==> config.mk <==
export PLATFORM = sky130hd
export DESIGN_NAME = rv_branch_unit
export DESIGN_NICKNAME = d
export VERILOG_FILES = /design/src/rtl/branch_pkg.sv /design/src/rtl/branch_compare.sv /design/src/rtl/rv_branch_unit.sv
export SDC_FILE = /design/constraint.sdc
export NUM_CORES = 1
export LEC_CHECK = 0
export CAP_MARGIN = 20
export CORE_ASPECT_RATIO = 0.5
export CORE_MARGIN = 2
export CORE_UTILIZATION = 34
export CTS_CLUSTER_SIZE = 12
export DETAILED_ROUTE_END_ITERATION = 12
export GPL_TIMING_DRIVEN = 0
export PLACE_DENSITY = 0.81
export REMOVE_ABC_BUFFERS = 1
export SLEW_MARGIN = 20
export SYNTH_ARGS = -nofsm -noshare
export SYNTH_HDL_FRONTEND = slang
export SYNTH_SLANG_ARGS = --single-unit
==> constraint.sdc <==
create_clock -name clk -period 3.3 [get_ports clk]
set_input_delay 0.825 -clock clk [delete_from_list [all_inputs] [get_ports clk]]
set_output_delay 0.825 -clock clk [all_outputs]
set_load 0.01 [all_outputs]
==> src/rtl/branch_pkg.sv <==
// Shared definitions for the RV32I branch resolver: operand width and the
// conditional-branch funct3 encodings, plus a helper that flags reserved
// funct3 values inside the BRANCH opcode space.
package branch_pkg;

  localparam int unsigned XLEN = 32;

  typedef enum logic [2:0] {
    BEQ  = 3'b000,
    BNE  = 3'b001,
    BLT  = 3'b100,
    BGE  = 3'b101,
    BLTU = 3'b110,
    BGEU = 3'b111
  } branch_funct3_e;

  // 010 and 011 are reserved in the BRANCH major opcode.
  function automatic logic is_reserved_funct3(input logic [2:0] f3);
    return (f3[2:1] == 2'b01);
  endfunction

endpackage

==> src/rtl/branch_compare.sv <==
// Purely combinational operand comparator for the branch resolver.
// Produces equality, signed less-than and unsigned less-than over the full
// XLEN-bit operands; the top level picks one of these per funct3.
module branch_compare
  import branch_pkg::*;
(
  input  logic [XLEN-1:0] i_a,
  input  logic [XLEN-1:0] i_b,
  output logic            o_eq,
  output logic            o_lt_signed,
  output logic            o_lt_unsigned
);

  logic w_sign_differs;
  logic w_mag_lt;

  // Signed less-than is derived from the unsigned compare: when the sign bits
  // differ, the operand with its sign bit set is the smaller one.
  always_comb begin
    w_mag_lt       = (i_a < i_b);
    w_sign_differs = i_a[XLEN-1] ^ i_b[XLEN-1];
    o_eq           = (i_a == i_b);
    o_lt_unsigned  = w_mag_lt;
    o_lt_signed    = w_sign_differs ? i_a[XLEN-1] : w_mag_lt;
  end

endmodule

==> src/rtl/rv_branch_unit.sv <==
// RV32I conditional-branch resolver for the execute stage.
// branch_taken / illegal_funct3 are combinational so PC-select can redirect
// fetch in the same cycle; branch_taken_q is a registered copy.
// Optional statistics counters are compiled in with BRANCH_UNIT_STATS_EN.
module rv_branch_unit
  import branch_pkg::*;
(
  input  logic            clk,
  input  logic            rst_n,
  input  logic [XLEN-1:0] operand_a,
  input  logic [XLEN-1:0] operand_b,
  input  logic [2:0]      funct3,
  input  logic            branch,
  output logic            branch_taken,
  output logic            illegal_funct3,
  output logic            branch_taken_q
`ifdef BRANCH_UNIT_STATS_EN
  ,
  output logic [XLEN-1:0] branch_count,
  output logic [XLEN-1:0] taken_count
`endif
);

  logic w_eq;
  logic w_lt_signed;
  logic w_lt_unsigned;
  logic w_cond;
  logic r_branch_taken_q;

  branch_compare u_compare (
    .i_a           (operand_a),
    .i_b           (operand_b),
    .o_eq          (w_eq),
    .o_lt_signed   (w_lt_signed),
    .o_lt_unsigned (w_lt_unsigned)
  );

  // Select the comparator flag named by funct3; reserved encodings never take.
  always_comb begin
    w_cond = 1'b0;
    case (funct3)
      BEQ:     w_cond = w_eq;
      BNE:     w_cond = ~w_eq;
      BLT:     w_cond = w_lt_signed;
      BGE:     w_cond = ~w_lt_signed;
      BLTU:    w_cond = w_lt_unsigned;
      BGEU:    w_cond = ~w_lt_unsigned;
      default: w_cond = 1'b0;
    endcase
  end

  // Gate with branch using a ternary so an unknown funct3 cannot leak through
  // when no branch is in the stage.
  always_comb begin
    branch_taken   = branch ? w_cond : 1'b0;
    illegal_funct3 = branch ? is_reserved_funct3(funct3) : 1'b0;
  end

  // Registered copy of the decision, sampled every cycle.
  always_ff @(posedge clk or negedge rst_n) begin
    if (!rst_n) begin
      r_branch_taken_q <= 1'b0;
    end else begin
      r_branch_taken_q <= branch_taken;
    end
  end

  assign branch_taken_q = r_branch_taken_q;

`ifdef BRANCH_UNIT_STATS_EN
  logic [XLEN-1:0] r_branch_count;
  logic [XLEN-1:0] r_taken_count;

  // Evaluated/taken counters; free-running wrap at 2^XLEN. Reserved
  // encodings count as evaluated since branch_taken is already low for them.
  always_ff @(posedge clk or negedge rst_n) begin
    if (!rst_n) begin
      r_branch_count <= '0;
      r_taken_count  <= '0;
    end else if (branch) begin
      r_branch_count <= r_branch_count + 1'b1;
      if (branch_taken) begin
        r_taken_count <= r_taken_count + 1'b1;
      end
    end
  end

  assign branch_count = r_branch_count;
  assign taken_count  = r_taken_count;
`endif

endmodule

==> Word-level counts from Yosys, hierarchy flattened <==
Cells that the tools add are included.
{ "totals": {"mem_bits_rw": 0, "register_bits": 1, "mem_bits_ro": 0, "latchBits": 0, "elab_cells": 18, "mem_count": 0, "output_inout_bits": 3} }
{ "classes": {"n_reduce_logical": 1, "mul": 0, "n_div": 0, "n_mux": 4, "eq_ne": 7, "n_shift": 0, "n_lt_le_gt_ge": 1, "n_bitwise": 4, "n_addsub": 0} }
{ "op_table": {"columns": ["operator", "count"], "rows": [
  ["$eq A32 B32 Y1", 1],
  ["$lt A32 B32 Y1", 1],
  ["$eq A3 B3 Y1 const B", 4],
  ["$pmux W1 S6", 1],
  ["$eq A3 B1 Y1 const B", 1],
  ["$logic_not A3 Y1", 1],
  ["$mux W1", 3],
  ["$not A1 Y1", 3],
  ["$eq A2 B1 Y1 const B", 1],
  ["$xor A1 B1 Y1", 1]
]} }

==> Longest topological paths before layout <==
Gate-level depths: netlist of the first run.
{ "logic_depth": {"depth_word": 5, "ltp_mapped": 8, "mapped_depth_nobuf": 8} }

==> Hierarchy <==
Synthesis of the first run repeated with hierarchy kept, for this count alone.
{ "hier_totals": {"hier_cells": 129, "area_unflattened_um2": 929.6} }
{ "modules_own_cells": {"columns": ["mod", "cells_each", "n_inst", "area_per_inst_um2"], "rows": [
  ["branch_compare", 120, 1, 843.3],
  ["rv_branch_unit", 9, 1, 86.3]
]} }

==> Worst setup path before layout of the first run <==
OpenSTA, ideal clock, no wires.
{ "synth_timing": {"path_type": "input -> output", "from": "input operand_b[31]", "to": "output branch_taken", "slack_ns": 0.193, "cell_stages": 8, "path_buffers": 0, "t_arrival_ns": 2.282, "required_ns": 2.475, "path_cell_list": "inv_1 ha_1 nand4_2 nor4_2 nand2_1 mux2i_1 o31ai_1 nand3_1"} }
{ "synth_via": {"elab_chain_len": 5} }
{ "synth_lines": {"columns": ["element", "line_no", "text"], "rows": [
  ["from (decl)", "rv_branch_unit.sv:11", "input logic [XLEN-1:0] operand_b,"],
  ["$lt A32 B32 Y1 / $xor A1 B1 Y1 (equally long branches)", "branch_compare.sv:20, branch_compare.sv:21", null],
  ["$mux W1", "branch_compare.sv:24", "o_lt_signed = w_sign_differs ? i_a[XLEN-1] : w_mag_lt;"],
  ["$not A1 Y1", "rv_branch_unit.sv:45", "BGE: w_cond = ~w_lt_signed;"],
  ["$pmux W1 S6 (*)", "rv_branch_unit.sv:41", "case (funct3)"],
  ["$mux W1 (*)", "rv_branch_unit.sv:55", "branch_taken = branch ? w_cond : 1'b0;"],
  ["to (decl)", "rv_branch_unit.sv:14", "output logic branch_taken,"]
]} }
Mark *: on every way between the ends. The rest lies on a longest branch, timed or not.

==> Worst setup path in the final report of the first run <==
{ "layout_timing": {"from": "input operand_a[14]", "to": "output branch_taken"} }
{ "layout_via": {"elab_chain_len": 5} }
{ "layout_lines": {"columns": ["element", "line_no", "text"], "rows": [
  ["from (decl)", "rv_branch_unit.sv:10", "input logic [XLEN-1:0] operand_a,"],
  ["$lt A32 B32 Y1", "branch_compare.sv:20", "w_mag_lt = (i_a < i_b);"],
  ["$mux W1", "branch_compare.sv:24", null],
  ["$not A1 Y1", "rv_branch_unit.sv:45", null],
  ["$pmux W1 S6 (*)", "rv_branch_unit.sv:41", null],
  ["$mux W1 (*)", "rv_branch_unit.sv:55", null]
]} }
Marks and branches as above.

==> metrics.md, run 1 <==
| Metric | Value |
|---|---|
| Outcome | finished, violations left |
| Failing checks | negative setup slack |
| Seq/Total Area, Yosys | 0.02639 |
| Area Overhead vs Synth | 104.4% |
| GRT Total Usage | 0.2194 |
| Cell area after layout | 1938 µm² |
| Clock transition at path regs | 0 ns |
| ANT nets after route | 0 |
| Placer Congestion | 0.6787 |
| Worst min-delay path category | primary input to asynchronous set/reset pin |
| RSZ-0062 raised after global routing | true |
| DR pass1 iterations | 4 |
| Layout cell share with drive strength beyond 1 | 0.6435 |
| Routed vias | 1262 |
| Die height | 41.35 µm |
| Final setup vio count | 1 |
| Peak supply drop | 61.38 µV |
| Yosys top cell area share | 0.4222 |
| Vias per std cell | 4.988 |
| Number of global-route vias before repair | around 1300 |
| Total congestion overflow | 0 |
| Worst-margin pin slew | 0.3136 ns |
| Maxcap violations | 0 |
| Post-synthesis simple-gate area fraction | 0.2230 |
| Arr. time, crit path | between 2 and 3 ns |
| # DRC | 0 |
| CP Cell Sequence | clkdlybuf4s15_2 -> ha_4 -> nand4_1 -> buf_4 -> a2111o_1 -> o211ai_1 -> a2111o_1 -> nand3_2 -> buf_6 |
| Max Fclk | 299.8 MHz |
| Setup TNS Final | -0.03529 ns |
| Dpl hpwl | 2375 µm |
| Yosys top cell by area | ha_1 |
| Largest net degree at the start of global routing | 7 |
| First-pass GRT wire length | 5561 µm |
| Die Width | ~79 µm |
| Crit path time final | 3.335 ns |
| I/O Buffers | slightly above 70 |
| Placed insts | 242 |
| Die ar. | 3253 µm² |
| # diodes | 0 |
| Synth Warn # | 0 |
| Synth area leaders | ha_1, inv_1, a21oi_1 |
| Number of library cell types mapped by synthesis | 26 |
| Buffers and inverters on the worst path | 3 |
| DP Area | 1715 µm² |
| Required time worst endpoint | between 2 and 2.5 ns |
| Combinational family with the most area after synthesis | adder cells |
| # hold bufs at CTS | 0 |
| CP peak stage delay | 0.29 ns |
| Largest register FFs | 1 |
| Total core area | roughly 2600 µm² |
| Initial antenna violation count | 0 |
| Initial DRC Count | 33 |
| Mapped cell area | 948.4 µm² |
| Post-Synth XOR/XNOR Area | 0 |
| Mux share of post-synthesis cell area | 0.01055 |
| Mapped Cells | ~130 |
| Slew Limit Fails | 0 |
| Slew margin rel. | 0.7905 |
| Crit path max-delay cell type | a2111o_1 |
| Final WL | 3606 µm |
| Synth Area in Adders | 0.4222 |
| IO Pins | 73 |
| Num rows | 13 |
| Worst setup margin | -0.03529 ns |
| Max FO, Critical Path | 3 |
| Crit start category | primary input |
| Initial Util | 0.3622 |
| Wire length per cell | roughly 14 µm |
| Pwr dens | 133.3 nW/µm² |
| Pleak | 0.9120 nW |
| Syn_area_per_cell | 7.131 µm² |
| # nets final | 320 |
| Crit share post-route | 1.011 |
| FF+latch count, synth | 1 |
| Worst Setup End Kind | output port |
| Post-route insts no fill | 253 |
| Synth Area in Compound Gates | 0.1873 |
| Top delay family on crit path | compound AO/OA/AOI/OAI gates |
| Critical Setup Path Class | primary input to output port |
| Tot Pwr | around 0.00026 W |
| Most frequent cell on the critical path | a2111o_1 |
| Final Hold Vio Count | 0 |
[area by class of cell]
type / count / area, µm²
sequential: 1 / 25.02
inverter: 33 / 126.4
tap: 37 / 46.29
timing repair buffer: 83 / 550.5
multi-input combinational: 99 / 1190
fill: 205 / 680.7
[layout by cell type (no fill, tap or decap), drive strengths merged]
cell | Yosys | final
a2111o | 2 | 2
a2111oi | 1 | 1
a21oi | 13 | 13
a221oi | 1 | 1
a22oi | 1 | 1
a31oi | 1 | 1
and4 | 1 | 1
buf | 0 | 64
clkbuf | 0 | 10
clkdlybuf4s15 | 0 | 2
clkdlybuf4s50 | 0 | 6
dfrtp | 1 | 1
dlygate4sd2 | 0 | 1
ha | 32 | 32
inv | 33 | 33
mux2i | 1 | 1
nand2 | 13 | 13
nand3 | 5 | 5
nand4 | 9 | 9
nor2 | 6 | 6
nor2b | 1 | 1
nor3 | 1 | 1
nor3b | 1 | 1
nor4 | 2 | 2
o211ai | 2 | 2
o21ai | 4 | 4
o31ai | 1 | 1
or3 | 1 | 1
[path summary, 6_finish.rpt]
kind | depth (start not counted) | slack, ns | end | start
setup / recovery | 9 | -0.04 | branch_taken | operand_a[14]
hold / removal | 1 | 0.97 | branch_taken_q | rst_n
max in group asynchronous | 1 | 2.23 | branch_taken_q | rst_n
min in group clk | 7 | 1.56 | branch_taken_q | operand_a[31]
[cell families (layout without fill, tap and decap cells)]
group           count (synthesis)  in the layout
buf+inv                        33            116
simple gates                   40             40
mux                             1              1
compound gates                 26             26
fa+ha+maj                      32             32
flops                           1              1
[Yosys cell counts, drive strengths merged]
library cell,n
a2111o,2
a2111oi,1
a21oi,13
a221oi,1
a22oi,1
a31oi,1
and4,1
dfrtp,1
ha,32
inv,33
mux2i,1
nand2,13
nand3,5
nand4,9
nor2,6
nor2b,1
nor3,1
nor3b,1
nor4,2
o211ai,2
o21ai,4
o31ai,1
or3,1
[routing by layer]
metal  vias up  wire length [µm]  share of wire  GRT usage
li1        643                 -              -          -
met1       571              1433           0.40     0.2266
met2        40              1981           0.55     0.5192
met3         8               143          0.040    0.01509
met4         0                48          0.013    0.05263
met5         -                 0              0          0
[what timing repair did]
| item | in CTS | in global routing |
|---|---|---|
| resized for setup | 271 | 32 |
| setup buffers | 10 | 2 |
| setup endpoints to repair | 1 | 1 |
| cloned | 0 | 0 |
| hold endpoints to repair | 0 | 0 |
| pin swaps | 54 | 17 |
[per-stage QoR]
stage	utilization	hold WS, ns	worst slack, ns
2_1_floorplan	-	0.5294	0.1933
3_3_place_gp	0.6550	0.9734	-0.9321
3_5_place_dp	0.6550	0.9751	-0.9412
4_1_cts	0.7315	0.9751	0.001074
5_1_grt	0.7401	0.9807	-0.1207
6_report	0.7401	0.9742	-0.03529
[power by group]
part | internal (W) | switching (W) | total (W)
clock | 0 | 0 | 0
sequential | 0.0000136 | 0.000000207 | 0.0000138
combinational | 0.000135 | 0.000109 | 0.000245
Power figures use the tool's default switching activity.
==> run 2, diff against run 1 <==
--- a/config.mk
+++ b/config.mk
@@ -9,12 +9,12 @@
 export CORE_ASPECT_RATIO = 0.5
 export CORE_MARGIN = 2
 export CORE_UTILIZATION = 34
-export CTS_CLUSTER_SIZE = 12
+export CTS_CLUSTER_DIAMETER = 30
+export CTS_CLUSTER_SIZE = 20
 export DETAILED_ROUTE_END_ITERATION = 12
 export GPL_TIMING_DRIVEN = 0
 export PLACE_DENSITY = 0.81
 export REMOVE_ABC_BUFFERS = 1
-export SLEW_MARGIN = 20
 export SYNTH_ARGS = -nofsm -noshare
 export SYNTH_HDL_FRONTEND = slang
 export SYNTH_SLANG_ARGS = --single-unit
==> results of run 2 <==
Same layout as run 1: the final DEF is identical, and so are final timing and power.
==> run 3, diff against run 2 <==
==> constraint.sdc (replaced) <==
create_clock -name clk -period 3.3 [get_ports clk]
set_input_delay 0.33 -clock clk [delete_from_list [all_inputs] [get_ports clk]]
set_output_delay 0.33 -clock clk [all_outputs]
set_load 0.01 [all_outputs]
==> metrics.md, run 3 (same netlist as run 1, synthesis figures left out) <==
| Metric | Value |
|---|---|
| Outcome | finished clean |
| CP Cell Sequence | clkdlybuf4s50_1 -> inv_1 -> ha_1 -> nand4_2 -> nor4_4 -> nand2_1 -> mux2i_1 -> o31ai_1 -> nand3_1 -> dlymetal6s2s_1 |
| Layout cell share with drive strength beyond 1 | 0.02439 |
| Initial DRC Count | 12 |
| DR pass1 iterations | 4 |
| Worst Setup End Kind | output port |
| Pre-CTS setup slack | 0.04883 ns |
| CP peak stage delay | 0.45 ns |
| Pint | 0.0001327 W |
| Crit start category | primary input |
| Required time worst endpoint | between 2 and 3 ns |
| # diodes | 0 |
| Max FO, Critical Path | 4 |
| Clock power share | 0 |
| First-pass GRT wire length | 4140 µm |
| Number of global-route vias before repair | 1075 |
| Filler instances | between 200 and 250 |
| Placed insts | 242 |
| Slew margin rel. | 0.7598 |
| Crit share post-route | 0.8742 |
| Top delay family on crit path | simple AND/OR/NAND/NOR gates |
| Worst-margin pin slew | 0.3596 ns |
| Switching share of power | 0.3518 |
| Max Fclk | 346.6 MHz |
| Die Width | 78.69 µm |
| Crit path time final | 2.885 ns |
| Arr. time, crit path | 2.55 ns |
| Pleak | ~0.87 nW |
| Net load switching power | 0.00007200 W |
| Placer Congestion | 0.6787 |
| Area Overhead vs Synth | 82.06% |
| Gate power share | 0.933 |
| Wire length per cell | ~10 µm |
| ANT nets after route | 0 |
| Worst min-delay path category | primary input to asynchronous set/reset pin |
| Area of the multi-input gates | 808.3 µm² |
| Commonest non-fill, non-tap cell in the layout | clkdlybuf4s50_1 |
| Initial Util | 0.3622 |
| # nets final | 309 |
| Final setup vio count | 0 |
| RSZ-0062 raised after global routing | false |
| Post-route insts no fill | 242 |
| Vias per std cell | 4.686 |
| Setup TNS Final | 0 ns |
| Buffers and inverters on the worst path | 3 |
| Commonest non-fill, non-tap cells in the layout | clkdlybuf4s50_1, inv_1, ha_1 |
| Maxcap violations | 0 |
| Register area | around 25 µm² |
| Crit path max-delay cell type | clkdlybuf4s50_1 |
| I/O Buffers | 72 |
| Peak supply drop | around 48 µV |
| Dpl hpwl | about 2400 µm |
| Clock transition at path regs | 0 ns |
| Setup Fix Bufs, Post-CTS | 0 |
| Routed vias | between 1000 and 1500 |
| Fin util | 0.6593 |
| Die ar. | between 3000 and 4000 µm² |
| Final WL | 2492 µm |
| Num rows | 13 |
| Die height | 41.35 µm |
| Worst setup margin | ~0.42 ns |
| GRT Total Usage | 0.1567 |
| Critical Setup Path Class | primary input to output port |
| Initial antenna violation count | 0 |
| Pwr dens | 118.5 nW/µm² |
| Slew Limit Fails | 0 |
| Final Hold Vio Count | 0 |
| # DRC | 0 |
| Largest net degree at the start of global routing | 7 |
| Total core area | around 2600 µm² |
| Largest register FFs | 1 |
| # hold bufs at CTS | 0 |
| Sequential share of power | 0.067 |
| Total congestion overflow | 0 |
| IO Pins | 73 |
## run 3: how the worst max path moves through the flow
stage / slack (ns) / cells after the start / endpoint / startpoint
after CTS: 0.05 / 10 / branch_taken / operand_b[31]
after floorplan: 1.18 / 8 / branch_taken / operand_b[31]
after detailed placement: 0.05 / 10 / branch_taken / operand_b[31]
after global routing: 0.23 / 10 / branch_taken / operand_b[31]
final: 0.42 / 10 / branch_taken / operand_b[31]
after global placement: 0.06 / 10 / branch_taken / operand_b[31]
## run 3: layout make-up
class / instances / area share
multi-input cells: 99 / 0.4681
repair buffers: 72 / 0.4188
inverters: 33 / 0.07174
well taps: 37 / 0.02681
flip-flops and latches: 1 / 0.01449
## run 3: power by group through the flow
| stage | clock network (W) | registers, W | logic [W] |
|---|---|---|---|
| after detailed placement | 0 | 0.0000138 | 0.000191 |
| final | 0 | 0.0000138 | 0.000191 |
| after floorplan | 0 | 0.0000145 | 0.0000825 |
| after global placement | 0 | 0.0000138 | 0.000185 |
| after global routing | 0 | 0.0000140 | 0.000216 |
| after CTS | 0 | 0.0000138 | 0.000192 |
## run 3: metrics by stage
step	hold slack (ns)	power (W)	area, µm²
after global routing	0.4857	0.0002304	1727
after floorplan	0.03441	0.00009693	948.4
after CTS	0.4801	0.0002057	1715
after detailed placement	0.4801	0.0002050	1715
final	0.4792	0.0002047	1727
after global placement	0.4784	0.0001992	1715
## run 3: metal layers
| metal | track usage | up-vias | part of all wire |
|---|---|---|---|
| li1 | - | 618 | - |
| met1 | 0.1684 | 486 | 0.41 |
| met2 | 0.3739 | 30 | 0.54 |
| met3 | 0.01078 | 0 | 0.050 |
| met4 | 0.008772 | 0 | 0 |
| met5 | 0 | - | 0 |
## run 3: what timing repair did
action                     4_1_cts  5_1_grt
gates resized for setup          0        2
hold endpoints to repair         0        0
setup endpoints to repair        0        1
